===== config.mk =====
export PLATFORM = sky130hd
export DESIGN_NAME = mul_div_unit_div
export DESIGN_NICKNAME = d
export VERILOG_FILES = /design/src/rtl/mul_div_unit_div_pkg.sv /design/src/rtl/mul_div_unit_div.sv
export SDC_FILE = /design/constraint.sdc
export NUM_CORES = 1
export LEC_CHECK = 0
export ABC_AREA = 1
export CELL_PAD_IN_SITES_DETAIL_PLACEMENT = 0
export CELL_PAD_IN_SITES_GLOBAL_PLACEMENT = 1
export CORE_MARGIN = 2
export CORE_UTILIZATION = 40
export CTS_CLUSTER_DIAMETER = 40
export DETAILED_ROUTE_END_ITERATION = 8
export GPL_TIMING_DRIVEN = 1
export PLACE_DENSITY_LB_ADDON = 0.15
export SETUP_SLACK_MARGIN = 0.4
export SLEW_MARGIN = 15
export SYNTH_ARGS = -nofsm -noshare
export SYNTH_HDL_FRONTEND = slang
export SYNTH_SLANG_ARGS = --single-unit

===== constraint.sdc =====
create_clock -name clk -period 4.2 [get_ports clk]
set_input_delay 0.84 -clock clk [delete_from_list [all_inputs] [get_ports clk]]
set_output_delay 0.84 -clock clk [all_outputs]
set_load 0.05 [all_outputs]

===== src/rtl/mul_div_unit_div_pkg.sv =====
// Shared state encoding and word constants for the iterative divider.
package mul_div_unit_div_pkg;

    typedef enum logic [1:0] {
        DIV_IDLE = 2'b00,
        DIV_BUSY = 2'b01,
        DIV_DONE = 2'b10
    } div_state_e;

    localparam int DATA_BUS = 32;
    localparam logic [DATA_BUS-1:0]   ZERO_WORD     = '0;
    localparam logic [2*DATA_BUS-1:0] ZERO_DBL_WORD = '0;

endpackage


===== src/rtl/mul_div_unit_div.sv =====
// Radix-2 restoring divider for DIV/DIVU: one quotient bit per cycle, WIDTH cycles,
// result {remainder, quotient} presented on a registered one-cycle ready pulse.
module mul_div_unit_div
    import mul_div_unit_div_pkg::*;
#(
    parameter int WIDTH = DATA_BUS
) (
    input  logic                 clk,
    input  logic                 rst,
    input  logic                 start,
    input  logic                 sgn,
    input  logic [WIDTH-1:0]     opr1,
    input  logic [WIDTH-1:0]     opr2,
    input  logic                 flush,
    output logic [2*WIDTH-1:0]   res,
    output logic                 ready
);

    localparam int CNT_W = $clog2(WIDTH);
    localparam logic [CNT_W-1:0] LAST_CNT = CNT_W'(WIDTH - 1);

    function automatic logic [WIDTH-1:0] cond_neg(input logic [WIDTH-1:0] v, input logic neg);
        return neg ? (~v + 1'b1) : v;
    endfunction

    div_state_e          state;
    div_state_e          state_nxt;
    logic [CNT_W-1:0]    cnt;
    logic [WIDTH-1:0]    dvd;
    logic [WIDTH-1:0]    dvs;
    logic [WIDTH-1:0]    rem;
    logic                quo_neg;
    logic                rem_neg;

    logic                accept;
    logic                div_zero;
    logic                last_iter;
    logic [WIDTH:0]      rem_sh;
    logic [WIDTH:0]      diff;
    logic [WIDTH-1:0]    rem_nxt;
    logic [WIDTH-1:0]    dvd_nxt;
    logic                ready_nxt;
    logic [2*WIDTH-1:0]  res_nxt;

    assign accept    = (state == DIV_IDLE) && start && !flush;
    assign div_zero  = (opr2 == '0);
    assign last_iter = (state == DIV_BUSY) && (cnt == LAST_CNT);

    always_ff @(posedge clk) begin
        if (rst) begin
            state <= DIV_IDLE;
        end else begin
            state <= state_nxt;
        end
    end

    always_comb begin
        state_nxt = state;
        if (flush) begin
            state_nxt = DIV_IDLE;
        end else begin
            case (state)
                DIV_IDLE: if (start) state_nxt = div_zero ? DIV_DONE : DIV_BUSY;
                DIV_BUSY: if (cnt == LAST_CNT) state_nxt = DIV_DONE;
                DIV_DONE: state_nxt = DIV_IDLE;
                default:  state_nxt = DIV_IDLE;
            endcase
        end
    end

    // One restoring step: the shifted 33-bit partial remainder never exceeds 2*divisor,
    // so bit WIDTH of the trial difference is a reliable sign.
    always_comb begin
        rem_sh = {rem, dvd[WIDTH-1]};
        diff   = rem_sh - {1'b0, dvs};
        if (!diff[WIDTH]) begin
            rem_nxt = diff[WIDTH-1:0];
            dvd_nxt = {dvd[WIDTH-2:0], 1'b1};
        end else begin
            rem_nxt = rem_sh[WIDTH-1:0];
            dvd_nxt = {dvd[WIDTH-2:0], 1'b0};
        end
    end

    // Result is formed on the edge that enters DONE so ready/res leave as plain registers.
    always_comb begin
        ready_nxt = 1'b0;
        res_nxt   = res;
        if (accept && div_zero) begin
            ready_nxt = 1'b1;
            res_nxt   = {opr1, {WIDTH{1'b1}}};
        end else if (last_iter && !flush) begin
            ready_nxt = 1'b1;
            res_nxt   = {cond_neg(rem_nxt, rem_neg), cond_neg(dvd_nxt, quo_neg)};
        end
    end

    always_ff @(posedge clk) begin
        if (rst) begin
            ready   <= 1'b0;
            res     <= ZERO_DBL_WORD;
            cnt     <= '0;
            dvd     <= '0;
            dvs     <= '0;
            rem     <= '0;
            quo_neg <= 1'b0;
            rem_neg <= 1'b0;
        end else begin
            ready <= ready_nxt;
            res   <= res_nxt;
            if (accept) begin
                dvd     <= cond_neg(opr1, sgn & opr1[WIDTH-1]);
                dvs     <= cond_neg(opr2, sgn & opr2[WIDTH-1]);
                quo_neg <= sgn & (opr1[WIDTH-1] ^ opr2[WIDTH-1]);
                rem_neg <= sgn & opr1[WIDTH-1];
                rem     <= '0;
                cnt     <= '0;
            end else if (state == DIV_BUSY) begin
                rem <= rem_nxt;
                dvd <= dvd_nxt;
                cnt <= cnt + 1'b1;
            end
        end
    end

endmodule


# Word level (Yosys, flattened, before mapping)
# Index checks and enable logic that the tools add are counted.
totals:
  ff_bits: 170
  out_inout_bits: 65
classes:
  n_addsub: 6
  n_eq_ne: 4
  muxes: 16
  bitwise_logic: 8
  reduce_logical: 13
ops:
  columns: ["op", "count"]
  rows:
  - ["2-to-1 mux 32 bit", 7]
  - ["adder 32 x 1 -> 32 bit, second input constant", 4]
  - ["2-to-1 mux 64 bit", 2]
  - ["inverter 32 bit", 4]
  - ["subtractor 33 x 32 -> 33 bit", 1]
  - ["logical NOT 32 bit", 1]
  - ["2-to-1 mux 2 bit", 3]
  - ["adder 5 x 1 -> 5 bit, second input constant", 1]
  - ["equality test 5 bit, second input constant", 1]
  - ["logical AND 1 bit", 5]
  - ["!= test 2 bit, second input constant", 2]
  - ["one-hot mux 2 bit (2 select lines)", 1]
  - ["nonzero test 2 bit", 2]
  - ["OR reduction 2 bit", 2]
  - ["bitwise AND 1 bit", 3]
  - ["2-to-1 mux 1 bit", 3]
  - ["equality test 2 x 1 -> 1 bit, second input constant", 1]
  - ["logical NOT 2 bit", 1]
  - ["AND reduction 2 bit", 1]
  - ["logical NOT 1 bit", 1]
  - ["bitwise XOR 1 bit", 1]

# Logic depth before layout (Yosys ltp)
# Gate-level depths: netlist of the first run.
depth:
  depth_word: 7
  depth_mapped: 29

# Worst setup path before layout of the first run
# Ideal clock, no wire load.
synth_path:
  path_kind: "reg-to-reg"
  from: "reg dvd[31]"
  to: "reg res[30]"
  setup_ns: 0.117
  arrival_time_ns: 3.569
  required_ns: 4.083
  path_slack_ns: 0.514
  stages_incl_launch_ff: 29
  n_path_buf: 1
  cell_sequence: "dfxtp_1 > inv_1 > ha_1 > inv_1 > fa_1 > nand2_1 > nand2_1 > nand3_1 > nand2_1 > nand2_1 > nand2_2 > nand2_4 > nand3_2 > nand2_4 > buf_2 > ha_1 > nand3_1 > nor3_1 > nand3_1 > nor2_1 > nand4_1 > nand2_1 > nand2_1 > nor2_1 > o21ai_0 > nor2_1 > xnor2_1 > o221ai_1 > inv_1"
synth_between:
  elab_chain_cells: 7
synth_rtl:
  columns: ["item", "line", "source"]
  rows:
  - ["start: declaration", "mul_div_unit_div.sv:29", "logic [WIDTH-1:0] dvd;"]
  - ["start signal: assignment", "mul_div_unit_div.sv:112", "dvd <= cond_neg(opr1, sgn & opr1[WIDTH-1]);"]
  - ["start signal: assignment", "mul_div_unit_div.sv:120", "dvd <= dvd_nxt;"]
  - ["subtractor 33 x 32 -> 33 bit", "mul_div_unit_div.sv:75", "diff = rem_sh - {1'b0, dvs};"]
  - ["2-to-1 mux 1 bit", "mul_div_unit_div.sv:76", "if (!diff[WIDTH]) begin"]
  - ["inverter 32 bit", "mul_div_unit_div.sv:23", "return neg ? (~v + 1'b1) : v;"]
  - ["adder 32 x 1 -> 32 bit", "mul_div_unit_div.sv:23", null]
  - ["2-to-1 mux 32 bit", "mul_div_unit_div.sv:23", null]
  - ["2-to-1 mux 64 bit", "mul_div_unit_div.sv:92", "end else if (last_iter && !flush) begin"]
  - ["2-to-1 mux 64 bit", "mul_div_unit_div.sv:89", "if (accept && div_zero) begin"]
  - ["end signal: assignment", "mul_div_unit_div.sv:110", "res <= res_nxt;"]
  - ["end: declaration", "mul_div_unit_div.sv:15", "output logic [2*WIDTH-1:0] res,"]
# Every way passes these cells. The select of a mux whose other input is x is not followed.
# A chain may end at the register's enable or synchronous reset.

# Worst setup path in the final report of the first run
layout_path:
  from: "reg dvd[31]"
  to: "reg res[63]"
layout_between:
  elab_chain_cells: 7
layout_rtl:
  columns: ["item", "line"]
  rows:
  - ["subtractor 33 x 32 -> 33 bit", "mul_div_unit_div.sv:75"]
  - ["2-to-1 mux 32 bit *", "mul_div_unit_div.sv:76"]
  - ["inverter 32 bit", "mul_div_unit_div.sv:23"]
  - ["adder 32 x 1 -> 32 bit", "mul_div_unit_div.sv:23"]
  - ["2-to-1 mux 32 bit *", "mul_div_unit_div.sv:23"]
  - ["2-to-1 mux 64 bit *", "mul_div_unit_div.sv:92"]
  - ["2-to-1 mux 64 bit *", "mul_div_unit_div.sv:89"]
# Mark *: on every way between the ends. The rest lies on a longest branch, timed or not. The select of a mux whose other input is x is not followed.

==> qor.yml, run 1 <==
floorplan:
  core_mm2: 0.0316
  die_area_mm2: 0.0334
  start_util: 0.405
  dieWidth_um: 183
  ios: 134
  die_h_um: 183
  num_rows: 65
power:
  p_switching_mw: 2.44
  leakage_nw: 7.49
  sw_frac_of_total: 0.434
  p_per_area_mw_per_mm2: 367
  comb_power_share: 0.407
  p_int_mw: 3.18
  power_frac_clock: 0.285
  seq_power_share: 0.308
  worst_ir_drop_vdd_uv: 320
  total_power_mw: 5.62
critical_path:
  crit_slowest_cell: "fa_2"
  cp-start-kind: "flop"
  cpMostUsedCell: "nand2_1"
  cp-end-kind: "flop"
  critPathLaunch: "dvd[31]$_SDFFE_PP0P_"
  worstPathCellList: "inv_2, ha_1, inv_1, fa_2, nand2_1, nand2_1, nand3_1, nand2_2, nand2_1, nand2_2, nand2_4, nand2_4, nand2_4, nand2_4, o21ai_4, nand2_1, nor2_1, nand2_1, nor2_2, nand4_1, nand2_1, nand2_1, nand3_1, nand2_1"
  critical_path_arrival_ps: 4070
  cp.required_ps: 4550
  crit_path_max_fanout: 11
  cpPeakStageDelay_ps: 370
  reg2reg_from: "dvd[31]$_SDFFE_PP0P_"
  path_class: "flop to flop"
timing:
  finalHoldViolations: 0
  tns_ps: 0
  finalCritPeriodShare: 0.887
  layout_setup_ws_ps: 474
  whs_ps: 456
  worst_pin_slew_ps: 802
  rsz0062_at_grt: "yes"
  setup_viol: 0
  slew_viol_final: 0
  period_minus_slack_ps: 3730
  fmax_mhz: 268
  skew_ps: 15.4
  relSlewSlack: 0.460
synthesis:
  syn_avg_cell_area_um2: 6.02
  syn_area_mm2: 0.0128
  synth-main-ff-cell: "dfxtp_1"
  synthTopCellsByArea: "dfxtp_1, nand2_1, inv_1"
  synth_common_cells: "nand2_1, inv_1, nor2_1"
  yosysTopAreaCell: "dfxtp_1"
  synth-seq-cells: 170
  ys_async_sr_fraction: 0
  syn_nets: 2235
  yosysSeqAreaShare: 0.266
  synth_edf_count: 0
  synth_warnings: 0
  syn_inst: 2127
  synth.most_common_cell: "nand2_1"
  synth_top_area_share: 0.266
  synth_cell_types: 59
hold_path:
  min_path_type: "flop to flop"
  hp-start: "res[54]$_SDFFE_PP0P_"
global_routing:
  antenna_found_initial: 0
  grt_max_degree: 73
  grt_pass1_wl_um: 73000
  grt_pass1_vias: 12900
  grt_overflow: 0
  gr-usage-all-layers: 0.278
cells_and_area:
  post-route-util: 0.485
  diodes: 0
  nets: 2351
  multi_input_area_mm2: 0.00796
  drive_gt1_frac: 0.0705
  fillers: 3378
  final-seq-area_mm2: 0.00340
  syn2layout_area_growth_pct: 19.6
clock_tree:
  cts.sinks: 170
  path_clk_slew_ps: 80
  postCtsHoldBufs: 0
  ctsLongestPathBuffers: 2
  htreeDepth: 4
  clock-root-buffer: "clkbuf_16"
  cts_tree: "built"
  insertion_delay_ps: 450
  cts-buffers-inserted: 17
routing:
  via_count: 14200
  post_drt_wl_per_cell_um: 17.6
  wl_um: 46700
  first_pass_iters: 5
  drtIter0Drc: 1236
  drt.antenna.violating_nets: 0
  viasPerCell: 5.32
  drc: 0
place:
  post-place-ws_ps: 43.6
  gp_congestion: 0.955
  hpwl_um: 36500
  port_buffers: 133
run_status:
  status: "complete, no violations"
flow_run:
  drv_cap: 0
cell usage in the layout, fill, tap and decap left out, drive strengths merged:
cell type / instances
o2bb2ai: 1
o2111ai: 1
a221oi: 1
clkbuf: 18
nand2: 635
a21o: 3
o21bai: 8
and3: 1
a21oi: 132
nand4: 27
clkinv: 9
o221ai: 14
ha: 38
nand3: 149
xor2: 41
a211oi: 11
xnor2: 19
o21ai: 156
buf: 37
nand3b: 6
nor4: 10
o31ai: 5
a31oi: 33
clkinvlp: 1
inv: 335
o211ai: 13
dfxtp: 170
nor2: 193
nor3b: 1
a22o: 1
nor3: 31
and2: 4
o22ai: 9
fa: 1
o41ai: 1
or2: 9
clkdlybuf4s50: 132
power by group through the flow:
| stage | clock network (mW) | registers, mW | logic (mW) |
|---|---|---|---|
| floorplan | 0 | 1.74 | 1.50 |
| finish | 1.60 | 1.73 | 2.28 |
| global placement | 0 | 1.76 | 2.13 |
| global route | 1.70 | 1.74 | 2.54 |
| detailed placement | 0 | 1.76 | 2.13 |
| CTS | 1.63 | 1.73 | 2.17 |
per-layer routing:
metal | global-route usage | up-vias | share of wire
li1 | - | 7094 | -
met1 | 0.398 | 6588 | 0.48
met2 | 0.452 | 436 | 0.45
met3 | 0.0300 | 35 | 0.057
met4 | 0.0589 | 0 | 0.012
met5 | 0 | - | 0
final cells by class:
type	count	share of cell area
sequential	170	0.222
multi-input combinational	1554	0.520
clock buffer	18	0.0280
tap	402	0.0329
clock inverter	14	0.00957
inverter	331	0.0812
timing repair buffer	169	0.106
registers in the layout (all words and copies together) (netlist names):
register and cells:
res 64, dvd 32, rem_neg 1, quo_neg 1, rem 32, cnt 5
state 2, dvs 32, ready 1
cells by family (layout without fill, tap and decap cells):
family | after synthesis | in the layout | share of synthesized area
buffers and inverters | 405 | 532 | 0.123
adders and majority gates | 39 | 39 | 0.0387
AOI/OAI and AO/OA | 389 | 389 | 0.173
and+or+nand+nor | 1064 | 1066 | 0.358
xor gates and xnor gates | 60 | 60 | 0.0411
DFF | 170 | 170 | 0.266
worst max-delay path, delay by kind of cell (launching register included):
family / cells / cell delay (ps)
compound gates: 1 / 280
fa+ha+maj: 2 / 530
buf+inv: 2 / 180
flops: 1 / 310
simple gates: 19 / 2330
worst paths after layout:
check                                       endpoint  slack (ps)  cells past startpoint
worst min register to register  res[54]$_SDFFE_PP0P_         460                      2
worst min-delay path            res[54]$_SDFFE_PP0P_         460                      2
worst max register to register  res[63]$_SDFFE_PP0P_         470                     24
worst max-delay path            res[63]$_SDFFE_PP0P_         470                     24
metrics by stage:
step	cells	area, um^2
global placement	2614	14500
finish	2658	15300
global route	2658	15300
floorplan	2127	12800
CTS	2650	15100
detailed placement	2614	14500
timing repair:
action                     in CTS  in global routing
cloned                          0                  2
hold endpoints to repair        0                  0
setup buffers                   4                  6
setup endpoints to repair      31                 37
pin swaps                       5                  5
gates resized for setup        13                 18
(Power assumes the default switching activity.)
==> run 2, diff against run 1 <==
CORE_ASPECT_RATIO = 2   (was default)
CORE_MARGIN = 3   (was 2)
==> run 2 against run 1 <==
Net effect:
- highest routed layer unchanged
- largest power group unchanged
- clock-buffer cell count is 1 lower
- clock power is 5% higher
- largest cell class unchanged
- utilization is 0.17 points higher
- critical endpoint is now res[56]$_SDFFE_PP0P_
- non-clock buffer count is 4 lower
==> qor.yml, run 2 (synthesized netlist as in run 1, its figures left out) <==
floorplan:
  core_mm2: 0.0315  # about the same
  die_area_mm2: 0.0343  # +2.6%
  die_h_um: 259  # +42%
  dieWidth_um: 132  # -28%
  num_rows: 92  # +42%
  start_util: 0.406  # about the same
  ios: 134  # unchanged
clock_tree:
  cts.sinks: 170  # unchanged
  cts_tree: "built"
  htreeDepth: 4  # unchanged
  postCtsHoldBufs: 0  # unchanged
  insertion_delay_ps: 460  # about the same
  ctsLongestPathBuffers: 2  # unchanged
  cts-buffers-inserted: 17  # unchanged
  clock-root-buffer: "clkbuf_16"
  path_clk_slew_ps: 80  # about the same
timing:
  slew_viol_final: 0  # unchanged
  layout_setup_ws_ps: 656  # +182 ps
  skew_ps: 18.0  # +2.59 ps
  whs_ps: 456  # +0.577 ps
  relSlewSlack: 0.384  # -0.0760
  rsz0062_at_grt: "yes"
  tns_ps: 0  # unchanged
  period_minus_slack_ps: 3540  # -182 ps
  fmax_mhz: 282  # +5.1%
  worst_pin_slew_ps: 924  # +123 ps
  finalCritPeriodShare: 0.844  # -0.0434
  finalHoldViolations: 0  # unchanged
  setup_viol: 0  # unchanged
critical_path:
  reg2reg_from: "dvs[26]$_SDFFE_PP0P_"
  crit_path_max_fanout: 22  # +11
  critPathLaunch: "dvs[26]$_SDFFE_PP0P_"
  critical_path_arrival_ps: 3900  # -170 ps
  path_class: "flop to flop"
  crit_buf_inv: 2  # unchanged
  cp-end-kind: "flop"
  cpMostUsedCell: "nand2_1"
  worstPathCellList: "inv_1, ha_1, nand2_1, inv_1, nand2_1, nand2_1, nand2_1, nand2_1, a21oi_4, nand3_4, nand2_8, nand2_1, nand2_1, ha_1, nand3_1, nand2_2, nand2_4, nor2_8, nand3_1, nand2_1, nand3_1, nand2_1, nand2_1"
  cpPeakStageDelay_ps: 360  # about the same
  cp.required_ps: 4550  # about the same
  path_delay_family: "simple AND/OR/NAND/NOR gates"
  crit_slowest_cell: "ha_1"
  cp-start-kind: "flop"
power:
  p_per_area_mw_per_mm2: 370  # +0.75%
  leakage_nw: 7.47  # -0.26%
  worst_ir_drop_vdd_uv: 338  # +5.6%
place:
  gp_congestion: 0.939  # -1.7%
  place_area_mm2: 0.0145  # +0.23%
  hpwl_um: 41700  # +14%
  post-place-ws_ps: 79.2  # +35.5 ps
  port_buffers: 133  # unchanged
cells_and_area:
  fin_area_mm2: 0.0154  # +0.31%
  multi_input_area_mm2: 0.00799  # +0.38%
  syn2layout_area_growth_pct: 20.0
  drive_gt1_frac: 0.0724  # +0.00193
  diodes: 0  # unchanged
  largest_reg_flops: 64  # unchanged
  nets: 2346  # -0.21%
  fillers: 3488  # +3.3%
  final-seq-area_mm2: 0.00340  # unchanged
  layout_commonest_cell: "nand2_1"
  largest-register: "res"
  mostFrequentLayoutCells: "nand2_1, inv_1, nor2_1, dfxtp_1, nand3_1"
routing:
  wl_um: 52300  # +12%
  post_drt_wl_per_cell_um: 19.6  # +11%
  drt.antenna.violating_nets: 0  # unchanged
  first_pass_iters: 5  # unchanged
  viasPerCell: 5.29  # -0.74%
  drtIter0Drc: 726  # -41%
  drc: 0  # unchanged
  via_count: 14100  # -0.14%
global_routing:
  antenna_found_initial: 0  # unchanged
  gr-usage-all-layers: 0.300  # +0.0212
  grt_max_degree: 73  # unchanged
  grt_pass1_vias: 13900  # +7.4%
  grt_overflow: 0  # unchanged
  grt_pass1_wl_um: 78300  # +7.3%
flow_run:
  drv_cap: 0  # unchanged
hold_path:
  hp-start: "res[45]$_SDFFE_PP0P_"
  min_path_type: "flop to flop"
run_status:
  status: "complete, no violations"
==> run 2: cell count changes in the layout (fill, tap and decap cells not counted), sizes merged <==
cell      before  now
clkinvlp       1    0
buf           37   33
clkinv         9    7
clkbuf        18   17
nand2        635  634
inv          335  339
==> run 2: path summary, 6_finish.rpt <==
kind	endpoint	slack, ps	cells past startpoint
max	res[56]$_SDFFE_PP0P_	660	23
min	res[45]$_SDFFE_PP0P_	460	2
max reg2reg	res[56]$_SDFFE_PP0P_	660	23
min reg2reg	res[45]$_SDFFE_PP0P_	460	2
==> run 2: area by class of cell <==
| type | instances | area share |
|---|---|---|
| Clock inverter | 15 | 0.0120 |
| Multi-Input combinational cell | 1553 | 0.520 |
| Sequential cell | 170 | 0.222 |
| Clock buffer | 17 | 0.0277 |
| Tap cell | 423 | 0.0345 |
| Inverter | 331 | 0.0809 |
| Timing Repair Buffer | 165 | 0.103 |
==> run 2: power by group <==
group | switching [mW] | internal [mW]
Clock | 0.855 | 0.820
Combinational | 1.55 | 0.711
Sequential | 0.0705 | 1.67
==> run 2: timing repair <==
item                       4_1_cts  5_1_grt
gates cloned                     0        1
pin swaps                        1        9
setup endpoints to repair       13       34
gates resized for setup          7       33
setup buffers                    1        4
==> run 2: worst register-to-register path, delay by kind of cell, from the launching register on <==
kind | cells | cell delay (ps)
and+or+nand+nor | 18 | 2120
AOI/OAI and AO/OA | 1 | 230
buffers and inverters | 2 | 180
adders and majority gates | 2 | 570
DFF | 1 | 350
==> run 2: through the flow <==
step,cells,total power [mW],utilization
after floorplan,2127,3.24,-
after global placement,2636,3.94,0.461
after detailed placement,2636,3.94,0.461
after CTS,2669,5.63,0.481
after global routing,2674,6.01,0.487
final,2674,5.68,0.487
==> run 2: layer usage <==
metal  vias to the layer above  routed length [um]  track usage
li1                       7073                   -            -
met4                         0                4340        0.213
met2                       390               28800        0.593
met3                       151                1420       0.0287
met5                         -                   0            0
met1                      6519               17800        0.280
